<file path="src/rtl/ws281x_lane_encoder.sv">
// Multi-lane WS281x encoder: pixel words in over valid/ready, lockstep pulse codes out.
// Define WS281X_LANE_GAP_EN to append a frame-latch low gap after the last word.
`timescale 1ns/1ps

module ws281x_lane_encoder #(
    parameter int CH     = 4,
    parameter int DATA_W = 24,
    parameter int CNT_W  = 8,
    parameter int GAP_W  = 16
) (
    input  logic                 clk_in,
    input  logic                 rst_n_in,
    input  logic                 word_vld_in,
    output logic                 word_rdy_out,
    input  logic [CH*DATA_W-1:0] word_data_in,
    input  logic                 word_last_in,
    input  logic [CNT_W-1:0]     t0h_cnt_in,
    input  logic [CNT_W-1:0]     t0l_cnt_in,
    input  logic [CNT_W-1:0]     t1h_cnt_in,
    input  logic [CNT_W-1:0]     t1l_cnt_in,
    input  logic [GAP_W-1:0]     gap_cnt_in,
    output logic [CH-1:0]        code_out,
    output logic                 busy_out,
    output logic                 frame_done_out
);

    localparam int IDX_W = (DATA_W > 1) ? $clog2(DATA_W) : 1;
    localparam int PER_W = CNT_W + 1;

`ifdef WS281X_LANE_GAP_EN
    typedef enum logic [1:0] {ST_IDLE, ST_BIT, ST_GAP} state_t;
`else
    typedef enum logic [1:0] {ST_IDLE, ST_BIT} state_t;
`endif

    state_t               state_q, state_d;
    logic [PER_W-1:0]     cnt_q, cnt_d;
    logic [PER_W-1:0]     per_q, per_d;
    logic [IDX_W-1:0]     bit_idx_q, bit_idx_d;
    logic [CH*DATA_W-1:0] word_q, word_d;
    logic [CNT_W-1:0]     t0h_q, t0h_d;
    logic [CNT_W-1:0]     t1h_q, t1h_d;
    logic [CH-1:0]        code_q, code_d;
    logic                 done_q, done_d;
    logic                 rdy_en_q, rdy_en_d;

    logic [PER_W-1:0]     sum0, sum1, per_in;
    logic                 bit_end, word_end, rdy_raw, accept;

`ifdef WS281X_LANE_GAP_EN
    logic                 last_q, last_d;
    logic [GAP_W-1:0]     gap_q, gap_d;
    logic [GAP_W-1:0]     gcnt_q, gcnt_d;
`else
    logic                 unused_gap;
    assign unused_gap = ^{word_last_in, gap_cnt_in};
`endif

    // Shared bit period, never zero so the counter always advances.
    always_comb begin
        sum0   = {1'b0, t0h_cnt_in} + {1'b0, t0l_cnt_in};
        sum1   = {1'b0, t1h_cnt_in} + {1'b0, t1l_cnt_in};
        per_in = (sum0 > sum1) ? sum0 : sum1;
        if (per_in == '0) begin
            per_in = PER_W'(1);
        end
    end

    assign bit_end  = (state_q == ST_BIT) && (cnt_q == per_q - PER_W'(1));
    assign word_end = bit_end && (bit_idx_q == '0);

`ifdef WS281X_LANE_GAP_EN
    assign rdy_raw = (state_q == ST_IDLE) || (word_end && !last_q);
`else
    assign rdy_raw = (state_q == ST_IDLE) || word_end;
`endif

    assign word_rdy_out = rdy_en_q && rdy_raw;
    assign accept       = word_vld_in && word_rdy_out;
    assign rdy_en_d     = 1'b1;

    always_comb begin
        state_d   = state_q;
        cnt_d     = cnt_q;
        per_d     = per_q;
        bit_idx_d = bit_idx_q;
        word_d    = word_q;
        t0h_d     = t0h_q;
        t1h_d     = t1h_q;
        done_d    = 1'b0;
`ifdef WS281X_LANE_GAP_EN
        last_d    = last_q;
        gap_d     = gap_q;
        gcnt_d    = gcnt_q;
`endif
        unique case (state_q)
            ST_IDLE: begin
            end
            ST_BIT: begin
                if (!bit_end) begin
                    cnt_d = cnt_q + PER_W'(1);
                end else begin
                    cnt_d = '0;
                    if (bit_idx_q != '0) begin
                        bit_idx_d = bit_idx_q - IDX_W'(1);
                    end else begin
`ifdef WS281X_LANE_GAP_EN
                        if (last_q) begin
                            state_d = ST_GAP;
                            gcnt_d  = '0;
                        end else begin
                            state_d = ST_IDLE;
                        end
`else
                        state_d = ST_IDLE;
                        done_d  = 1'b1;
`endif
                    end
                end
            end
`ifdef WS281X_LANE_GAP_EN
            ST_GAP: begin
                if (gcnt_q == gap_q - GAP_W'(1)) begin
                    state_d = ST_IDLE;
                    done_d  = 1'b1;
                end else begin
                    gcnt_d = gcnt_q + GAP_W'(1);
                end
            end
`endif
            default: begin
                state_d = ST_IDLE;
            end
        endcase

        // Acceptance overrides the end-of-word exit so words chain seamlessly.
        if (accept) begin
            state_d   = ST_BIT;
            cnt_d     = '0;
            bit_idx_d = IDX_W'(DATA_W - 1);
            word_d    = word_data_in;
            t0h_d     = t0h_cnt_in;
            t1h_d     = t1h_cnt_in;
            per_d     = per_in;
            done_d    = 1'b0;
`ifdef WS281X_LANE_GAP_EN
            last_d    = word_last_in;
            gap_d     = (gap_cnt_in == '0) ? GAP_W'(1) : gap_cnt_in;
`endif
        end
    end

    always_comb begin
        code_d = '0;
        if (state_q == ST_BIT) begin
            for (int c = 0; c < CH; c++) begin
                code_d[c] = word_q[c*DATA_W + int'(bit_idx_q)]
                          ? (cnt_q < {1'b0, t1h_q})
                          : (cnt_q < {1'b0, t0h_q});
            end
        end
    end

    always_ff @(posedge clk_in or negedge rst_n_in) begin
        if (!rst_n_in) begin
            state_q   <= ST_IDLE;
            cnt_q     <= '0;
            per_q     <= PER_W'(1);
            bit_idx_q <= '0;
            word_q    <= '0;
            t0h_q     <= '0;
            t1h_q     <= '0;
            code_q    <= '0;
            done_q    <= 1'b0;
            rdy_en_q  <= 1'b0;
        end else begin
            state_q   <= state_d;
            cnt_q     <= cnt_d;
            per_q     <= per_d;
            bit_idx_q <= bit_idx_d;
            word_q    <= word_d;
            t0h_q     <= t0h_d;
            t1h_q     <= t1h_d;
            code_q    <= code_d;
            done_q    <= done_d;
            rdy_en_q  <= rdy_en_d;
        end
    end

`ifdef WS281X_LANE_GAP_EN
    always_ff @(posedge clk_in or negedge rst_n_in) begin
        if (!rst_n_in) begin
            last_q <= 1'b0;
            gap_q  <= GAP_W'(1);
            gcnt_q <= '0;
        end else begin
            last_q <= last_d;
            gap_q  <= gap_d;
            gcnt_q <= gcnt_d;
        end
    end
`endif

    assign code_out       = code_q;
    assign busy_out       = (state_q != ST_IDLE);
    assign frame_done_out = done_q;

endmodule

</file>
<file path="config.mk">
export PLATFORM = sky130hd
export DESIGN_NAME = ws281x_lane_encoder
export DESIGN_NICKNAME = d
export VERILOG_FILES = /design/src/rtl/ws281x_lane_encoder.sv
export SDC_FILE = /design/constraint.sdc
export NUM_CORES = 1
export LEC_CHECK = 0
export ABC_AREA = 0
export CAP_MARGIN = 20
export CELL_PAD_IN_SITES_DETAIL_PLACEMENT = 1
export CELL_PAD_IN_SITES_GLOBAL_PLACEMENT = 1
export CORE_MARGIN = 8
export CORE_UTILIZATION = 39
export CTS_CLUSTER_SIZE = 16
export DETAILED_ROUTE_END_ITERATION = 10
export PLACE_DENSITY = 0.84
export SLEW_MARGIN = 25
export SYNTH_ARGS = -nofsm -noshare
export SYNTH_HDL_FRONTEND = slang
export SYNTH_SLANG_ARGS = --single-unit
</file>
<file path="constraint.sdc">
create_clock -name clk_in -period 2.9 [get_ports clk_in]
set_input_delay 0.87 -clock clk_in [delete_from_list [all_inputs] [get_ports clk_in]]
set_output_delay 0.87 -clock clk_in [all_outputs]
set_load 0.1 [all_outputs]
</file>
# Yosys cells after proc, flatten, opt, wreduce, memory -nomap -nowiden
# Index checks and enable logic that the tools add are counted.
op_classes:
  muxes: 33
  addsub: 8
  magnitude_cmp: 7
  reduce_logical: 15
  n_eq_ne: 5
ops:
  columns: ["operator", "n"]
  rows:
  - ["two-way mux 9 bit", 5]
  - ["binary-select mux 1 bit (select 7 bit)", 3]
  - ["two-way mux 5 bit", 4]
  - ["adder 8 x 8 -> 9 bit", 2]
  - ["less-than comparator 9 x 8 -> 1 bit", 2]
  - ["two-way mux 1 bit", 15]
  - ["adder 9 x 1 -> 9 bit, second input constant", 1]
  - ["equality test 9 bit", 1]
  - ["greater-than comparator 9 bit", 1]
  - ["logical NOT 9 bit", 1]
  - ["subtractor 9 x 1 -> 9 bit, second input constant", 1]
  - ["adder 7 x 5 -> 8 bit, first input constant", 1]
  - ["less-than comparator 5 x 8 -> 1 bit, second input constant", 1]
  - ["less-than comparator 6 x 8 -> 1 bit, second input constant", 1]
  - ["less-than comparator 7 x 8 -> 1 bit, second input constant", 1]
  - ["less-than comparator 8 bit, second input constant", 1]
  - ["nonzero test 2 bit", 4]
  - ["adder 6 x 5 -> 7 bit, first input constant", 1]
  - ["adder 5 x 5 -> 6 bit, first input constant", 1]
  - ["two-way mux 2 bit", 3]
  - ["inequality test 3 bit, second input constant", 2]
  - ["AND reduction 3 bit", 2]
  - ["binary-select mux 1 bit (select 5 bit)", 1]
  - ["logical NOT 5 bit", 1]
  - ["other kinds (9)", 12]
totals:
  output_inout_bits: 7
  input_bits: 148
  word_cells: 78
  register_bits: 143

# Depth between registers and ports, before layout
logic_depth:
  word_depth: 9
  depth_mapped: 16
  mapped_depth_nobuf: 15

# Worst setup path after synthesis
# No wires, ideal clock.
synth_path:
  path_kind: "register to output"
  from: "register per_q[0]"
  to: "output port word_rdy_out"
  arrival_ns: 3.320
  stages_incl_launch_ff: 9
  path_buffers: 0
  required_time_ns: 2.030
  path_slack_ns: -1.290
  path_cell_list: "dfstp_2 > inv_1 > ha_1 > or4b_1 > a2111oi_1 > o21a_2 > o211ai_4 > o21a_4 > nor2b_1"
synth_via:
  elab_chain_len: 6
synth_rtl:
  columns: ["element", "line_no", "source"]
  rows:
  - ["start: declaration", "38", "logic [PER_W-1:0] per_q, per_d;"]
  - ["start signal: assignment", "179", "per_q <= per_d;"]
  - ["subtractor 9 x 1 -> 9 bit", "69", "assign bit_end = (state_q == ST_BIT) && (cnt_q == per_q - PER_W'(1));"]
  - ["equality test 9 bit", "69", null]
  - ["logical AND 1 bit", "69", null]
  - ["logical AND 1 bit", "70", "assign word_end = bit_end && (bit_idx_q == '0);"]
  - ["logical OR 1 bit", "75", "assign rdy_raw = (state_q == ST_IDLE) || word_end;"]
  - ["logical AND 1 bit", "78", "assign word_rdy_out = rdy_en_q && rdy_raw;"]
  - ["end: declaration", "14", "output logic word_rdy_out,"]
# Every way passes these cells.

# Worst setup path in the final report
layout_path:
  from: "input port t1l_cnt_in[0]"
  to: "register per_q[2]"
layout_via:
  elab_chain_len: 5
layout_rtl:
  columns: ["element", "line_no", "source"]
  rows:
  - ["start: declaration", "20", "input logic [CNT_W-1:0] t1l_cnt_in,"]
  - ["adder 8 x 8 -> 9 bit *", "62", "sum1 = {1'b0, t1h_cnt_in} + {1'b0, t1l_cnt_in};"]
  - ["greater-than comparator 9 bit", "63", "per_in = (sum0 > sum1) ? sum0 : sum1;"]
  - ["two-way mux 9 bit *", "63", null]
  - ["logical NOT 9 bit", "64", "if (per_in == '0) begin"]
  - ["two-way mux 9 bit *", "64", null]
# Mark *: on every way between the ends. The rest lies on a longest branch, timed or not.
# A chain may end at the register's enable or synchronous reset.

==> summary by stage <==
Status
The run finished, with violations left. The final reports fail on setup timing.

Logic synthesis
The proportion of synthesized area in mux cells is 29.6%. After synthesis the cells add up to 0.00854 mm2. The xor/xnor cell area share of the yosys netlist is 1.85%. The share of synthesized cell area in and, or, nand and nor gates is 7.00%. Yosys mapped a number of flops with a built-in enable equal to 0. After synthesis, the mean cell area works out to 13.2 um2. During synthesis, Yosys emitted a total of 0 warnings. After synthesis, the largest family of logic cells by area is multiplexers. The fraction of registers with async set/reset is 100%. The net count after synthesis is 840. The flip-flop and latch count after synthesis is 142. The most frequently used flop master after synthesis is sky130_fd_sc_hd__dfrtp_1.

Synthesis instantiated 67 different standard cells from the library. The post-synthesis sequential area ratio is 41.6%. The fraction of the mapped netlist area in adder cells is 6.91%. The cell count after synthesis is 646.

The area fraction in compound gates after synthesis is 7.98%.

Clocking
TritonCTS created 17 clock buffers. TritonCTS built the clock tree. The maximum number of buffers from clock root to sink is 2. The hold buffer count at cts is 0. The cell chosen for the clock root is sky130_fd_sc_hd__clkbuf_16.

The clock edge transition at the registers on the reported setup and hold paths is 80 ps. The clock insertion delay at the later pin of the skew report is 450 ps. In this run the number of H-tree levels came out at 4. The clock sink count is 142.

Place
The total placed cells including tap cells is 1146. Summed over all nets, the half-perimeter wirelength after detailed placement is 20100 um. The post-placement setup slack is -1710 ps. After detailed placement, the total cell area comes to 0.0110 mm2.

In this run the tool buffered the top-level ports with 137 buffer cells. The weighted congestion at the end of routability-driven global placement is 0.898.

Routing
For this block, the initial DRC count from the detailed router was 622. After detailed routing, the number of remaining DRC violations is 0. In the final routed layout, each cell accounts on average for 30.4 um. The count of nets left with antenna violations after detail routing is 0. For this block, the via count after detailed routing is 7439. The length of the first detailed-routing pass in iterations is 5. Using the TritonRoute via totals, the vias-per-cell ratio works out to 6.01.

The aggregate routed wire length is 37700 um.

Die
Measured along the y axis, the die boundary spans 164 um. After floorplanning, the core was divided into 54 placement rows. The starting utilization of the core area is 39.4%.

The overall die width is 164 um. After floorplanning, the core was sized to cover 0.0217 mm2. 155 I/O pins were placed. The die outline area is 0.0269 mm2.

Global route
Global routing consumed, over all layers together, 27.3% of the routing resources. The met3 track utilization from global routing is 6.19%. The routing usage on met1 is 31.0%. The met2 capacity usage during global routing is 48.0%. The via count of the first global-routing pass is 8596. The busiest layer in global routing is met2. The first global-routing pass estimated 54800 um of wire. The pin count of the biggest net entering global routing is 58. Summed over all layers, the global routing overflow is 0. The number of antenna violations at the first check in global routing is 1.

Critical path
The type of element launching the critical path is an input pin. For the worst setup path, the data required time is 3290 ps. Along the worst path, the maximum fanout reaches 7.

For the worst setup path, the data arrival time is 4230 ps. The endpoint kind of the worst setup timing path is a register. By startpoint and endpoint, the worst setup path is classified as in2reg.

Final layout
The final instance area is 0.0130 mm2. Leaving out fill and tap cells, the most frequent cells in the layout are 140 x sky130_fd_sc_hd__dfrtp_1, 120 x sky130_fd_sc_hd__buf_4, 118 x sky130_fd_sc_hd__mux2_4. The most common cell after layout, fill and taps aside is sky130_fd_sc_hd__dfrtp_1. The share of final-layout standard cells stronger than drive strength 1 is 47.5%. The count of filler cells inserted in the layout is 2049. Leaving out filler cells and counting taps, the final layout contains 1237. 0 antenna diodes ended up in the layout. The final layout contains 1138 nets.

The post-synthesis to final-layout area growth is 52.4%.

Timing
The final worst-path setup slack is -942 ps. Setup violations remaining at the end of the flow were counted as 130. Static timing analysis puts the maximum clock frequency at 0.260 GHz. For the pin with the worst max-slew slack, the measured transition is 842 ps.

The final cycle utilization of the critical path is 132%. The count of final hold-check violations is 0. Across the routed clock network, the largest skew measured is 15.7 ps. The number of pins exceeding their max-slew limit in the final report came to 0. The worst pin sits at a relative slew slack of 42.4%.

Setup repair after global routing could not meet its margin everywhere. The worst path in the final design needs a cycle of 3840 ps, including I/O delays and setup.

Pwr
After layout, the design draws a total of 0.0102 W. The power per cell area is 785 mW/mm2. The leakage power is 5.82 nW. VDD sags by at most 0.000379 V.

Hold path
In this run the worst hold path is classified as in2async.

Job
The tool flagged a number of max-cap violations equal to 0.
==> metrics by stage <==
stage / TNS, ps / util [%] / hold slack (ps)
final: -66370 / 60.0 / 395
after global routing: -76040 / 60.0 / 438
after CTS: -20290 / 58.9 / 416
after detailed placement: -44960 / 50.9 / 492
after global placement: -33580 / 50.9 / 472
after floorplan: -7480 / - / 458
==> state kept, by name, indices dropped and copies added (netlist names) <==
signal	flops
cnt_q	9
state_q	1
t0h_q	8
t1h_q	8
bit_idx_q	5
per_q	9
code_out	4
frame_done_out	1
word_q	96
rdy_en_q	1
==> final timing paths <==
| kind | start | end | slack [ps] | cells after the start |
|---|---|---|---|---|
| setup / recovery | t1l_cnt_in[0] | per_q[2]$_DFFE_PN0P_ | -940 | 17 |
| hold / removal | rst_n_in | word_q[31]$_DFFE_PN0P_ | 400 | 1 |
| setup reg to reg | per_q[0]$_DFFE_PN1P_ | word_q[21]$_DFFE_PN0P_ | -600 | 17 |
| hold reg to reg | word_q[93]$_DFFE_PN0P_ | word_q[93]$_DFFE_PN0P_ | 520 | 1 |
| max in group asynchronous | rst_n_in | word_q[92]$_DFFE_PN0P_ | 1720 | 2 |
| min in group clk_in | word_q[93]$_DFFE_PN0P_ | word_q[93]$_DFFE_PN0P_ | 520 | 1 |
==> what timing repair did <==
| action | CTS | global route |
|---|---|---|
| endpoints found under the setup margin | 131 | 139 |
| pin swaps | 42 | 29 |
| endpoints found under the hold margin | 0 | 0 |
| setup buffers | 44 | 12 |
| gates resized for setup | 176 | 45 |
| gates cloned | 8 | 0 |
==> critical path: stages <==
cell and delay, ps:
sky130_fd_sc_hd__buf_6 80, sky130_fd_sc_hd__ha_4 130, sky130_fd_sc_hd__inv_2 40, sky130_fd_sc_hd__fa_2 370
sky130_fd_sc_hd__nand2b_4 170, sky130_fd_sc_hd__a211oi_4 330, sky130_fd_sc_hd__o31ai_2 140, sky130_fd_sc_hd__o2bb2ai_1 190
sky130_fd_sc_hd__ha_1 340, sky130_fd_sc_hd__nand4_1 240, sky130_fd_sc_hd__nor2_4 210, sky130_fd_sc_hd__and4_4 280
sky130_fd_sc_hd__nor2_4 90, sky130_fd_sc_hd__buf_6 170, sky130_fd_sc_hd__buf_6 110, sky130_fd_sc_hd__o21ai_2 240
sky130_fd_sc_hd__mux2_4 220
==> report_power, final <==
group / total, W / switching (W) / internal (W)
registers: 0.00287 / 0.000439 / 0.00243
clock network: 0.00239 / 0.00107 / 0.00132
logic: 0.00496 / 0.00261 / 0.00235
total: 0.0102 / 0.00412 / 0.00610
==> final cells by class <==
cell class / instances / area, um2 / share of cell area, %
Inverter: 35 / 131 / 1.01
Clock buffer: 17 / 425 / 3.27
Clock inverter: 15 / 191 / 1.47
Tap cell: 280 / 350 / 2.69
Timing Repair Buffer: 308 / 3160 / 24.2
Multi-Input combinational cell: 440 / 5210 / 40.0
Sequential cell: 142 / 3560 / 27.3
==> kinds of logic after synthesis <==
logic type / count (synthesis)
buf+inv: 64
flops: 142
other cells: 1
simple gates: 113
mux: 163
fa+ha+maj: 46
compound gates: 99
xor+xnor: 18
==> cell usage after synthesis, types with 9 or more instances <==
master / count / area [um2]
sky130_fd_sc_hd__o21ai_0: 15 / 75.1
sky130_fd_sc_hd__clkbuf_1: 12 / 45.0
sky130_fd_sc_hd__mux2i_1: 10 / 100
sky130_fd_sc_hd__nand2b_1: 9 / 56.3
sky130_fd_sc_hd__nor3_1: 9 / 45.0
sky130_fd_sc_hd__nand3_1: 9 / 45.0
sky130_fd_sc_hd__dfrtp_1: 141 / 3530
sky130_fd_sc_hd__mux2_4: 90 / 1350
sky130_fd_sc_hd__ha_1: 44 / 551
sky130_fd_sc_hd__nor2_1: 29 / 109
sky130_fd_sc_hd__mux4_2: 33 / 743
sky130_fd_sc_hd__xnor2_1: 10 / 87.6
sky130_fd_sc_hd__mux2_2: 23 / 259
sky130_fd_sc_hd__inv_1: 35 / 131
sky130_fd_sc_hd__a21o_1: 10 / 75.1
sky130_fd_sc_hd__buf_12: 10 / 200
sky130_fd_sc_hd__nand2_1: 21 / 78.8
sky130_fd_sc_hd__a21oi_1: 24 / 120
==> metal layers <==
layer	vias to the layer above	wire length, um
li1	2985	-
met1	3873	14200
met2	421	19400
met3	158	2240
met4	2	1820
met5	-	12
(Power assumes the default switching activity.)
